**src/rtl/imm_extend_pipe.sv**
```systemverilog
// Decode-stage immediate generator: extends the instruction immediate to XLEN
// and passes it, with a sideband tag, through a 2-entry valid/ready skid buffer.
module imm_extend_pipe #(
  parameter int unsigned XLEN  = 32,
  parameter int unsigned TAG_W = 32
) (
  input  logic             clk,
  input  logic             rst_n,
  input  logic             flush,
  input  logic             in_valid,
  output logic             in_ready,
  input  logic [31:0]      in_instr,
  input  logic [2:0]       in_imm_src,
  input  logic [TAG_W-1:0] in_tag,
  output logic             out_valid,
  input  logic             out_ready,
  output logic [XLEN-1:0]  out_imm,
  output logic [TAG_W-1:0] out_tag,
  output logic             out_illegal
);

  localparam bit IS_RV64 = (XLEN == 64);

  localparam logic [2:0] SRC_I   = 3'b000;
  localparam logic [2:0] SRC_S   = 3'b001;
  localparam logic [2:0] SRC_B   = 3'b010;
  localparam logic [2:0] SRC_J   = 3'b011;
  localparam logic [2:0] SRC_U   = 3'b100;
  localparam logic [2:0] SRC_SH  = 3'b101;
  localparam logic [2:0] SRC_CSR = 3'b110;

  logic             out_valid_q, out_valid_d;
  logic [XLEN-1:0]  out_imm_q, out_imm_d;
  logic [TAG_W-1:0] out_tag_q, out_tag_d;
  logic             out_ill_q, out_ill_d;

  logic             skid_valid_q, skid_valid_d;
  logic [XLEN-1:0]  skid_imm_q, skid_imm_d;
  logic [TAG_W-1:0] skid_tag_q, skid_tag_d;
  logic             skid_ill_q, skid_ill_d;

  logic [XLEN-1:0]  imm_c;
  logic             ill_c;
  logic             in_xfer;
  logic             out_xfer;

  // The opcode field never contributes to any immediate format.
  logic unused_opcode;
  assign unused_opcode = ^in_instr[6:0];

  // Immediate decode; signed casts sign-extend from instr[31].
  always_comb begin
    imm_c = '0;
    ill_c = 1'b0;
    unique case (in_imm_src)
      SRC_I:   imm_c = XLEN'($signed(in_instr[31:20]));
      SRC_S:   imm_c = XLEN'($signed({in_instr[31:25], in_instr[11:7]}));
      SRC_B:   imm_c = XLEN'($signed({in_instr[31], in_instr[7], in_instr[30:25],
                                      in_instr[11:8], 1'b0}));
      SRC_J:   imm_c = XLEN'($signed({in_instr[31], in_instr[19:12], in_instr[20],
                                      in_instr[30:21], 1'b0}));
      SRC_U:   imm_c = XLEN'($signed({in_instr[31:12], 12'b0}));
      SRC_SH: begin
        if (IS_RV64) begin
          imm_c = XLEN'(in_instr[25:20]);
        end else begin
          imm_c = XLEN'(in_instr[24:20]);
          ill_c = in_instr[25];
        end
      end
      SRC_CSR: imm_c = XLEN'(in_instr[31:20]);
      default: begin
        imm_c = '0;
        ill_c = 1'b1;
      end
    endcase
  end

  assign in_ready = !skid_valid_q;
  assign in_xfer  = in_valid & in_ready;
  assign out_xfer = out_valid_q & out_ready;

  // Output/skid next state; flush only clears valids, data is retained.
  always_comb begin
    out_valid_d  = out_valid_q;
    out_imm_d    = out_imm_q;
    out_tag_d    = out_tag_q;
    out_ill_d    = out_ill_q;
    skid_valid_d = skid_valid_q;
    skid_imm_d   = skid_imm_q;
    skid_tag_d   = skid_tag_q;
    skid_ill_d   = skid_ill_q;

    if (flush) begin
      out_valid_d  = 1'b0;
      skid_valid_d = 1'b0;
    end else if (skid_valid_q) begin
      if (out_xfer) begin
        out_imm_d    = skid_imm_q;
        out_tag_d    = skid_tag_q;
        out_ill_d    = skid_ill_q;
        skid_valid_d = 1'b0;
      end
    end else if (in_xfer) begin
      if (!out_valid_q || out_ready) begin
        out_valid_d = 1'b1;
        out_imm_d   = imm_c;
        out_tag_d   = in_tag;
        out_ill_d   = ill_c;
      end else begin
        skid_valid_d = 1'b1;
        skid_imm_d   = imm_c;
        skid_tag_d   = in_tag;
        skid_ill_d   = ill_c;
      end
    end else if (out_xfer) begin
      out_valid_d = 1'b0;
    end
  end

  always_ff @(posedge clk or negedge rst_n) begin
    if (!rst_n) begin
      out_valid_q  <= 1'b0;
      out_imm_q    <= '0;
      out_tag_q    <= '0;
      out_ill_q    <= 1'b0;
      skid_valid_q <= 1'b0;
      skid_imm_q   <= '0;
      skid_tag_q   <= '0;
      skid_ill_q   <= 1'b0;
    end else begin
      out_valid_q  <= out_valid_d;
      out_imm_q    <= out_imm_d;
      out_tag_q    <= out_tag_d;
      out_ill_q    <= out_ill_d;
      skid_valid_q <= skid_valid_d;
      skid_imm_q   <= skid_imm_d;
      skid_tag_q   <= skid_tag_d;
      skid_ill_q   <= skid_ill_d;
    end
  end

  assign out_valid   = out_valid_q;
  assign out_imm     = out_imm_q;
  assign out_tag     = out_tag_q;
  assign out_illegal = out_ill_q;

endmodule
```
**config.mk**
```make
export PLATFORM = sky130hd
export DESIGN_NAME = imm_extend_pipe
export DESIGN_NICKNAME = d
export VERILOG_FILES = /design/src/rtl/imm_extend_pipe.sv
export SDC_FILE = /design/constraint.sdc
export NUM_CORES = 1
export LEC_CHECK = 0
export ABC_AREA = 1
export BUFFER_PORTS_ARGS = -buffer_cell sky130_fd_sc_hd__buf_2
export CAP_MARGIN = 10
export CORE_MARGIN = 2
export CORE_UTILIZATION = 30
export CTS_BUF_LIST = sky130_fd_sc_hd__clkbuf_8
export CTS_CLUSTER_DIAMETER = 80
export CTS_CLUSTER_SIZE = 20
export DETAILED_ROUTE_END_ITERATION = 7
export GPL_TIMING_DRIVEN = 1
export SLEW_MARGIN = 20
export SYNTH_ARGS = -nofsm -noshare
export SYNTH_HDL_FRONTEND = slang
export SYNTH_SLANG_ARGS = --single-unit
```
**constraint.sdc**
```tcl
create_clock -name clk -period 3.07 [get_ports clk]
set_clock_uncertainty 0.1 [all_clocks]
set_input_delay 0.1535 -clock clk [delete_from_list [all_inputs] [get_ports clk]]
set_output_delay 0.1535 -clock clk [all_outputs]
set_load 0.01 [all_outputs]
```
==> results of run 1 <==
placed cells by master, fill, tap and decap left out:
cell	Yosys	routed
inv_2	7	7
dlygate4sd3_1	0	57
inv_6	0	2
nand4_1	10	10
nand2_2	5	4
a221oi_1	1	1
buf_12	0	2
buf_4	10	7
clkinvlp_4	0	3
clkbuf_8	0	20
a31oi_1	10	10
o21ai_2	10	10
o21ai_0	44	44
inv_1	47	48
a21oi_1	51	51
nand2_4	0	1
o21ai_1	58	58
nand3_1	11	11
nor2_1	68	68
nand3_2	1	1
nor2_4	2	2
a21oi_2	1	1
bufinv_16	0	3
dfrtp_1	132	132
a21boi_0	1	1
buf_2	15	130
o22ai_1	1	1
clkinv_2	0	2
nor2_2	3	3
clkinv_4	0	1
nand2_1	237	237
o31ai_1	1	1
buf_6	12	1
area by class of cell:
type,count,area share [%]
inverters,54,2.565
clock inverters,12,1.932
clock buffers,20,3.484
repair buffers,197,16.77
flip-flops and latches,132,41.81
multi-input cells,515,29.17
well taps,270,4.276
sequential cells by signal, indices dropped and copies added (netlist names):
name / count
out_imm: 32
out_tag: 32
skid_imm_q: 32
skid_tag_q: 32
out_illegal: 1
out_valid: 1
skid_ill_q: 1
skid_valid_q: 1
repair_timing:
item	in CTS	in global routing
setup buffers	0	0
hold buffers	57	0
hold endpoints to repair	190	0
critical path, cell delays in order, from the launching register on:
cell           delay (ps)
dfrtp_1               470
buf_4                 270
inv_2                 110
nand2_1                80
nor2_2                140
buf_4                 400
nor2_1                 80
a31oi_1               150
dlygate4sd3_1         560
power by group through the flow:
| stage | Clock, mW | Combinational (mW) | Sequential [mW] |
|---|---|---|---|
| 2_1_floorplan | 0 | 0.539 | 2.43 |
| 3_3_place_gp | 0 | 0.984 | 2.36 |
| 3_5_place_dp | 0 | 1.00 | 2.37 |
| 4_1_cts | 1.64 | 1.07 | 2.34 |
| 5_1_grt | 1.72 | 1.20 | 2.39 |
| 6_report | 1.59 | 1.05 | 2.34 |
worst paths after layout:
path | startpoint | end | slack (ps) | cells after the start
min | in_instr[8] | skid_imm_q[1] | 50 | 5
min in group asynchronous | rst_n | out_tag[14] | 200 | 2
max in group asynchronous | rst_n | out_imm[28] | 1890 | 3
max | skid_valid_q | skid_imm_q[0] | 620 | 8
min reg2reg | out_imm[13] | out_imm[13] | 370 | 2
max reg2reg | skid_valid_q | skid_imm_q[0] | 620 | 8
stage by stage:
step | hold slack, ps | cells | setup WS, ps
floorplan | -242.1 | 748 | 1662
global placement | 159.4 | 1111 | 1006
detailed placement | 165.1 | 1111 | 1001
CTS | 16.75 | 1200 | 655.6
global route | 53.80 | 1200 | 457.2
finish | 54.93 | 1200 | 619.2
cells by family (layout without fill, tap and decap cells):
logic type	Yosys count	after routing	synth area share (%)
and+or+nand+nor	337	337	21.95
DFF	132	132	53.90
buffers and inverters	101	283	8.575
AOI/OAI and AO/OA	178	178	15.58
routing by layer:
metal	vias up	GRT usage (%)	part of all wire (%)
met1	2591	20.74	46
met2	146	25.19	47
met5	-	0	0
met4	0	5.769	1.7
met3	25	3.385	4.6
li1	2740	-	-
==> results.md, run 1 <==
- Period utilization: 79.83%
- Internal power: around 3.5 mW
- Pin count of the biggest net entering global routing: 110
- Max-Slew Margin vs Limit: 49.17%
- FILL cells: roughly 2100
- Clock power share: 32.0%
- Cells after Synth: 748
- Area of the multi-input gates: between 2000 and 2500 µm²
- GRT Overall Usage: 15.61%
- CTS max path bufs: 2
- Unrepaired setup endpoints after global routing: false
- Leakage dissipation: approximately 4.2 nW
- Inserted Diodes: 0
- Via count: approximately 5500
- Post-DP Area: around 6900 µm²
- Max-slew violations: 0
- Post-synthesis average cell area: 8.193 µm²
- Worst-Skew Late Latency: ~440 ps
- Worst-margin pin slew: 762.5 ps
- GR Overflow Total: 0
- Kind of critical path: reg -> reg
- Synth area leader: dfrtp_1
- Async set-reset flop share out of synthesis: 100.0%
- Iteration-0 DRC Markers: 360
- Fin crit period: ~2500 ps
- DR WL/cell: 13.61 µm
- Initial Util: 30.38%
- EDFF count, synth: 0
- Layout Utilization: 39.17%
- DRC viols: 0
- Mapped Area: 6128 µm²
- HP Class: in -> reg
- Number of synthesized register bits: 132
- CORE AREA: 20170 µm²
- Synth-to-layout area growth: 28.93%
- Final Hold Fails: 0
- H-tree level count: 4
- Total CTS buffers: 17
- Yosys warns: 0
- Final instance area: 7901 µm²
- Drt total wl: 16340 µm
- Run status: finished clean
- CP max FO: 38
- Clock-pin slew on the worst setup and hold paths: 80 ps
- Top FF cell, synth: dfrtp_1
- Worst setup EP type: flip-flop
- Die Wd: around 150 µm
- Distinct cell type count after synthesis: 25
- # port buffers: 131
- Power, Total: around 5 mW
- Max cap viols: 0
- Post-Synthesis Net Count: 820
- Register Area: 3303 µm²
- CTS Sinks: 132
- Post-route ant nets: 0
- Die Ht: approximately 150 µm
- Initial DRT Pass Iterations: 7
- Flop pwr share: a little under half
- Die Area: about 22000 µm²
- Total negative slack: 0 ps
- PD cells: 631.1 nW/µm²
- Dpl hpwl: about 10000 µm
- Fmax: a little over 400 MHz
- Synth area leaders: dfrtp_1, nand2_1, o21ai_1, a21oi_1, nor2_1
- CP Data Required Time: 3350 ps
- Vias/cell: ~4.6
- Arr. time, crit path: between 2000 and 3000 ps
- CP startpoint kind: flip-flop
- Most frequent cell after synthesis: nand2_1
- Setup-failing EPs final: 0
- Share of cells above drive strength 1: 21.51%
- Post-synth top area share: a little over half
- Worst VDD drop: 0.2545 mV
- Comb power frac: a little over a fifth
- Initial antenna violation count: 0
- CTS tree: built
- Post-CTS Resized: 0
- # IOs: between 100 and 150
- First-pass GRT wire length: 26970 µm
- Final Net Count: a little under 1000
- Vias in the first global route: 5276
- Root Driver: clkbuf_8
- Post-synth top cells: nand2_1, dfrtp_1, nor2_1, o21ai_1, a21oi_1
- Gpl congestion: 0.8011
- Net Sw Frac: 30.64%
- Seq/Total Area, Yosys: between 50% and 60%
- Core Rows: 52
- Psw: ~1.5 mW
(Power assumes the default switching activity.)
==> run 2: changes to the inputs <==
clock period = 2.2 ns   (was 3.07 ns; I/O delays follow)
==> run 2 against run 1 <==
The flow now finishes with violations (DRC). Sequential power rose by 39%. Non-clock buffer count grew 6. Sequential share of layout area is 0.20 points lower. Register-to-register slack lost 160 ps. Via count up 0.11%. Worst setup slack got worse by 350 ps. Clock-buffer cell count is 3 lower. Flip-flop and latch count unchanged. Combinational power is 41% higher. Largest power group unchanged.
==> results.md, run 2 (synthesis results as in run 1) <==
- Run status: finished, violations left
- Failing checks: DRC
- Leakage dissipation: 4.175 nW
- Endpoint, Worst Hold: skid_imm_q[3]
- CP startpoint kind: flip-flop
- Hold path start: in_instr[10]
- GRT Overall Usage: between 15 and 20%
- Initial DRT Pass Iterations: 8
- Worst setup EP type: output pin
- Total negative slack: 0 ps
- Max-Slew Margin vs Limit: approximately 69%
- Fmax: 519.2 MHz
- GR Overflow Total: 0
- Post-DP Area: 6955 µm²
- Final instance area: 7940 µm²
- Iteration-0 DRC Markers: approximately 430
- Drt total wl: 16000 µm
- Post-CTS Resized: 0
- # IOs: 139
- Worst-Skew Late Latency: between 400 and 500 ps
- PD cells: 846.8 nW/µm²
- CP max FO: between 100 and 150
- FILL cells: 2085
- # port buffers: 131
- Worst R2R Setup Slack: between 400 and 500 ps
- Area of the multi-input gates: ~2300 µm²
- Post-route ant nets: 0
- Dpl hpwl: 10160 µm
- Total CTS buffers: 17
- Final Hold Fails: 0
- Commonest non-fill, non-tap cell in the layout: nand2_1
- CTS max path bufs: 2
- Max-slew violations: 0
- Worst VDD drop: between 0.3 and 0.4 mV
- Synth-to-layout area growth: 29.56%
- R2R depth: 4
- Clock-pin slew on the worst setup and hold paths: 70 ps
- Vias in the first global route: 5231
- Initial Util: between 30% and 40%
- Arr. time, crit path: 1720 ps
- Setup-failing EPs final: 0
- Kind of critical path: reg -> out
- Via count: 5508
- Hold Crit Depth: 5
- HP Class: in -> reg
- Initial antenna violation count: 0
- H-tree level count: 4
- CTS tree: built
- Final Net Count: ~1000
- Worst R2R End: out_valid
- Max cap viols: 0
- Vias/cell: 4.571
- Fin crit period: 1926 ps
- Worst-margin pin slew: 461.2 ps
- Inserted Diodes: 0
- Unrepaired setup endpoints after global routing: false
- Die Area: between 20000 and 25000 µm²
- Core Rows: 52
- Pin count of the biggest net entering global routing: 110
- CTS Sinks: between 100 and 150
- DRC viols: 1
- Die Wd: 146.9 µm
- CP Data Required Time: 1990 ps
- Worst reg2reg path startpoint: skid_valid_q
- Gpl congestion: 0.8170
- Register Area: 3303 µm²
- Root Driver: clkbuf_8
- CORE AREA: 20170 µm²
- Period utilization: ~90%
- Commonest cells after routing, fill and taps aside: nand2_1, dfrtp_1, buf_2
- DR WL/cell: about 13 µm
- Share of cells above drive strength 1: 21.50%
- First-pass GRT wire length: roughly 26000 µm
- Die Ht: ~150 µm
## run 2: cell types whose count changed in the layout (fill, tap and decap cells not counted), sizes merged
cell / delta
clkinvlp: +1
dlygate4sd3: +4
clkbuf: -3
buf: +2
inv: -1
clkinv: +3
bufinv: -1
## run 2: area by class of cell
class / instances / share of cell area [%]
clock buffer: 17 / 2.947
clock inverter: 14 / 1.765
inverter: 54 / 2.553
multi-input combinational: 515 / 29.03
sequential: 132 / 41.60
tap: 270 / 4.255
timing repair buffer: 203 / 17.85
## run 2: routing by layer
metal,track usage [%],wire (µm),share of wire (%)
met1,19.79,7513,47
met2,25.26,7559,47
met3,3.137,607,3.8
met4,5.529,316,2.0
met5,0,0,0
## run 2: per-stage QoR
stage          utilization [%]  hold slack [ps]  worst slack [ps]  cells  total power, mW
6_report                 39.37            35.04             274.0   1205            6.724
5_1_grt                  39.37            40.13             161.0   1205            7.183
4_1_cts                  39.37           0.6441             247.7   1205            6.827
3_5_place_dp             34.49           -30.10             540.4   1113            4.715
3_3_place_gp             34.49           -32.34             549.5   1113            4.681
2_1_floorplan                -           -285.6             791.9    748            4.139
## run 2: worst max-delay path, cell delays in order (launching register included)
cell and delay, ps:
dfrtp_1 510, inv_2 140, buf_12 380, buf_2 220
## run 2: worst max-delay path by stage
stage / start / end / slack [ps] / cells after the start
2_1_floorplan: out_valid / skid_tag_q[10] / 790 / 9
3_3_place_gp: skid_valid_q / skid_imm_q[2] / 550 / 6
3_5_place_dp: skid_valid_q / skid_imm_q[2] / 540 / 6
4_1_cts: skid_valid_q / in_ready / 250 / 3
5_1_grt: skid_valid_q / in_ready / 160 / 3
6_report: skid_valid_q / in_ready / 270 / 3
## run 2: what timing repair did
item | 4_1_cts | 5_1_grt
endpoints found under the hold margin | 258 | 0
hold buffers | 61 | 0
setup buffers | 0 | 0
## run 2: power breakdown
part / switching [mW] / internal (mW) / total (mW)
Clock: 0.992 / 0.992 / 1.98
Combinational: 0.835 / 0.645 / 1.48
Sequential: 0.282 / 2.98 / 3.26
Total: 2.11 / 4.62 / 6.72
==> run 3: changes to the inputs <==
PLACE_DENSITY_LB_ADDON = 0.15   (was not set)
clock period = 1.6 ns   (was 2.2 ns; I/O delays follow)
==> run 3 against run 2 <==
The run now ends clean. Core utilization is 1.6 points higher. Combinational power is 41% higher. Global-route usage is 0.69 points higher. Critical endpoint unchanged. Largest power group unchanged.
==> results.md, run 3 (synthesis results as in run 1) <==
- Run status: finished clean
- Final instance area: 8257 µm²
- R2R depth: 6
- Post-route ant nets: 0
- CP max FO: 24
- Synth-to-layout area growth: 34.73%
- Dpl hpwl: 10630 µm
- Worst-Skew Late Latency: roughly 460 ps
- Worst reg2reg path startpoint: skid_valid_q
- Arr. time, crit path: about 1400 ps
- Die Ht: 146.9 µm
- Worst setup EP type: output pin
- CP startpoint kind: flip-flop
- Kind of critical path: reg -> out
- CTS max path bufs: 2
- Clock-pin slew on the worst setup and hold paths: 80 ps
- FILL cells: 2105
- Vias/cell: 4.499
- Max-Slew Margin vs Limit: 74.63%
- # IOs: between 100 and 150
- GRT Overall Usage: approximately 16%
- Drt total wl: approximately 17000 µm
- Root Driver: clkbuf_8
- Leakage dissipation: about 4.3 nW
- Iteration-0 DRC Markers: 279
- Worst R2R End: skid_imm_q[1]
- Worst VDD drop: 0.4811 mV
- Period utilization: 95.63%
- Initial Util: 30.38%
- Worst Setup EP: in_ready
- Pin count of the biggest net entering global routing: 86
- Max-slew violations: 0
- Worst R2R Setup Slack: approximately 110 ps
- Die Wd: 146.9 µm
- Worst-margin pin slew: around 380 ps
- Die Area: 21590 µm²
- CORE AREA: 20170 µm²
- Share of cells above drive strength 1: a little under a quarter
- Vias in the first global route: 5268
- CP Data Required Time: 1420 ps
- Max cap viols: 0
- CTS Sinks: roughly 130
- DR WL/cell: 13.96 µm
- First-pass GRT wire length: 27290 µm
- GR Overflow Total: 0
- CTS tree: built
- # port buffers: 131
- HP Class: in -> reg
- CP Launch Point: skid_valid_q
- Post-DP Area: approximately 7000 µm²
- Initial antenna violation count: 0
- Commonest cells after routing, fill and taps aside: nand2_1, dfrtp_1, buf_2
- Hold WS: between 300 and 400 ps
- Core Rows: 52
- Setup-failing EPs final: 0
- Commonest non-fill, non-tap cell in the layout: nand2_1
- Final Net Count: 1014
- Total CTS buffers: 17
- Fmax: 653.5 MHz
- Gpl congestion: 0.7747
- H-tree level count: 4
- Initial DRT Pass Iterations: 5
- PD cells: between 1000 and 1500 nW/µm²
- Final Hold Fails: 0
- DRC viols: 0
- Fin crit period: ~1500 ps
- Inserted Diodes: 0
- Via count: roughly 5500
## run 3: critical path, stage by stage (launching register included)
cell and delay (ps):
dfrtp_2 440, clkinv_2 130, buf_12 180, buf_2 140
## run 3: per-layer routing
metal  wire [µm]  global-route usage [%]
met2        7949                   25.02
met4         176                   5.192
met1        8293                   22.29
met3         682                   2.950
met5           0                       0
## run 3: worst min-delay path by stage
stage,startpoint,endpoint,depth (start not counted)
after floorplan,rst_n,out_illegal,0
after global placement,rst_n,out_tag[29],1
after detailed placement,rst_n,out_tag[29],1
after CTS,flush,out_valid,3
after global routing,flush,out_valid,3
final,flush,out_valid,3
## run 3: final cells by class
type	count	area [µm²]	share of cell area, %
clock inverter	15	206.4	2.500
multi-input combinational	515	2312	28.00
timing repair buffer	222	1655	20.05
sequential	132	3304	40.02
inverter	54	206.4	2.500
clock buffer	17	234.0	2.834
tap	270	337.8	4.092
## run 3: what timing repair did
item	in CTS	in global routing
gates resized for setup	2	7
gates cloned	0	2
setup buffers	0	1
endpoints found under the setup margin	29	62
pin swaps	0	1
hold buffers	66	0
hold endpoints to repair	260	0
## run 3: metrics by stage
stage               setup WS, ps  util, %  power (mW)  TNS, ps  std cells
floorplan                  191.9        -       5.691        0        748
global placement           24.14    35.09       6.511        0       1124
detailed placement        -4.083    35.09       6.531   -5.796       1124
CTS                        1.236    40.58       9.901        0       1222
global route              -5.134    40.94       10.41   -5.134       1225
finish                     69.88    40.94       9.765        0       1225
## run 3: power breakdown
group	switching, mW	internal [mW]	leakage (nW)
sequential	0.406	4.10	1.64
clock	1.47	1.71	0.222
combinational	1.15	0.936	2.47
total	3.02	6.75	4.33
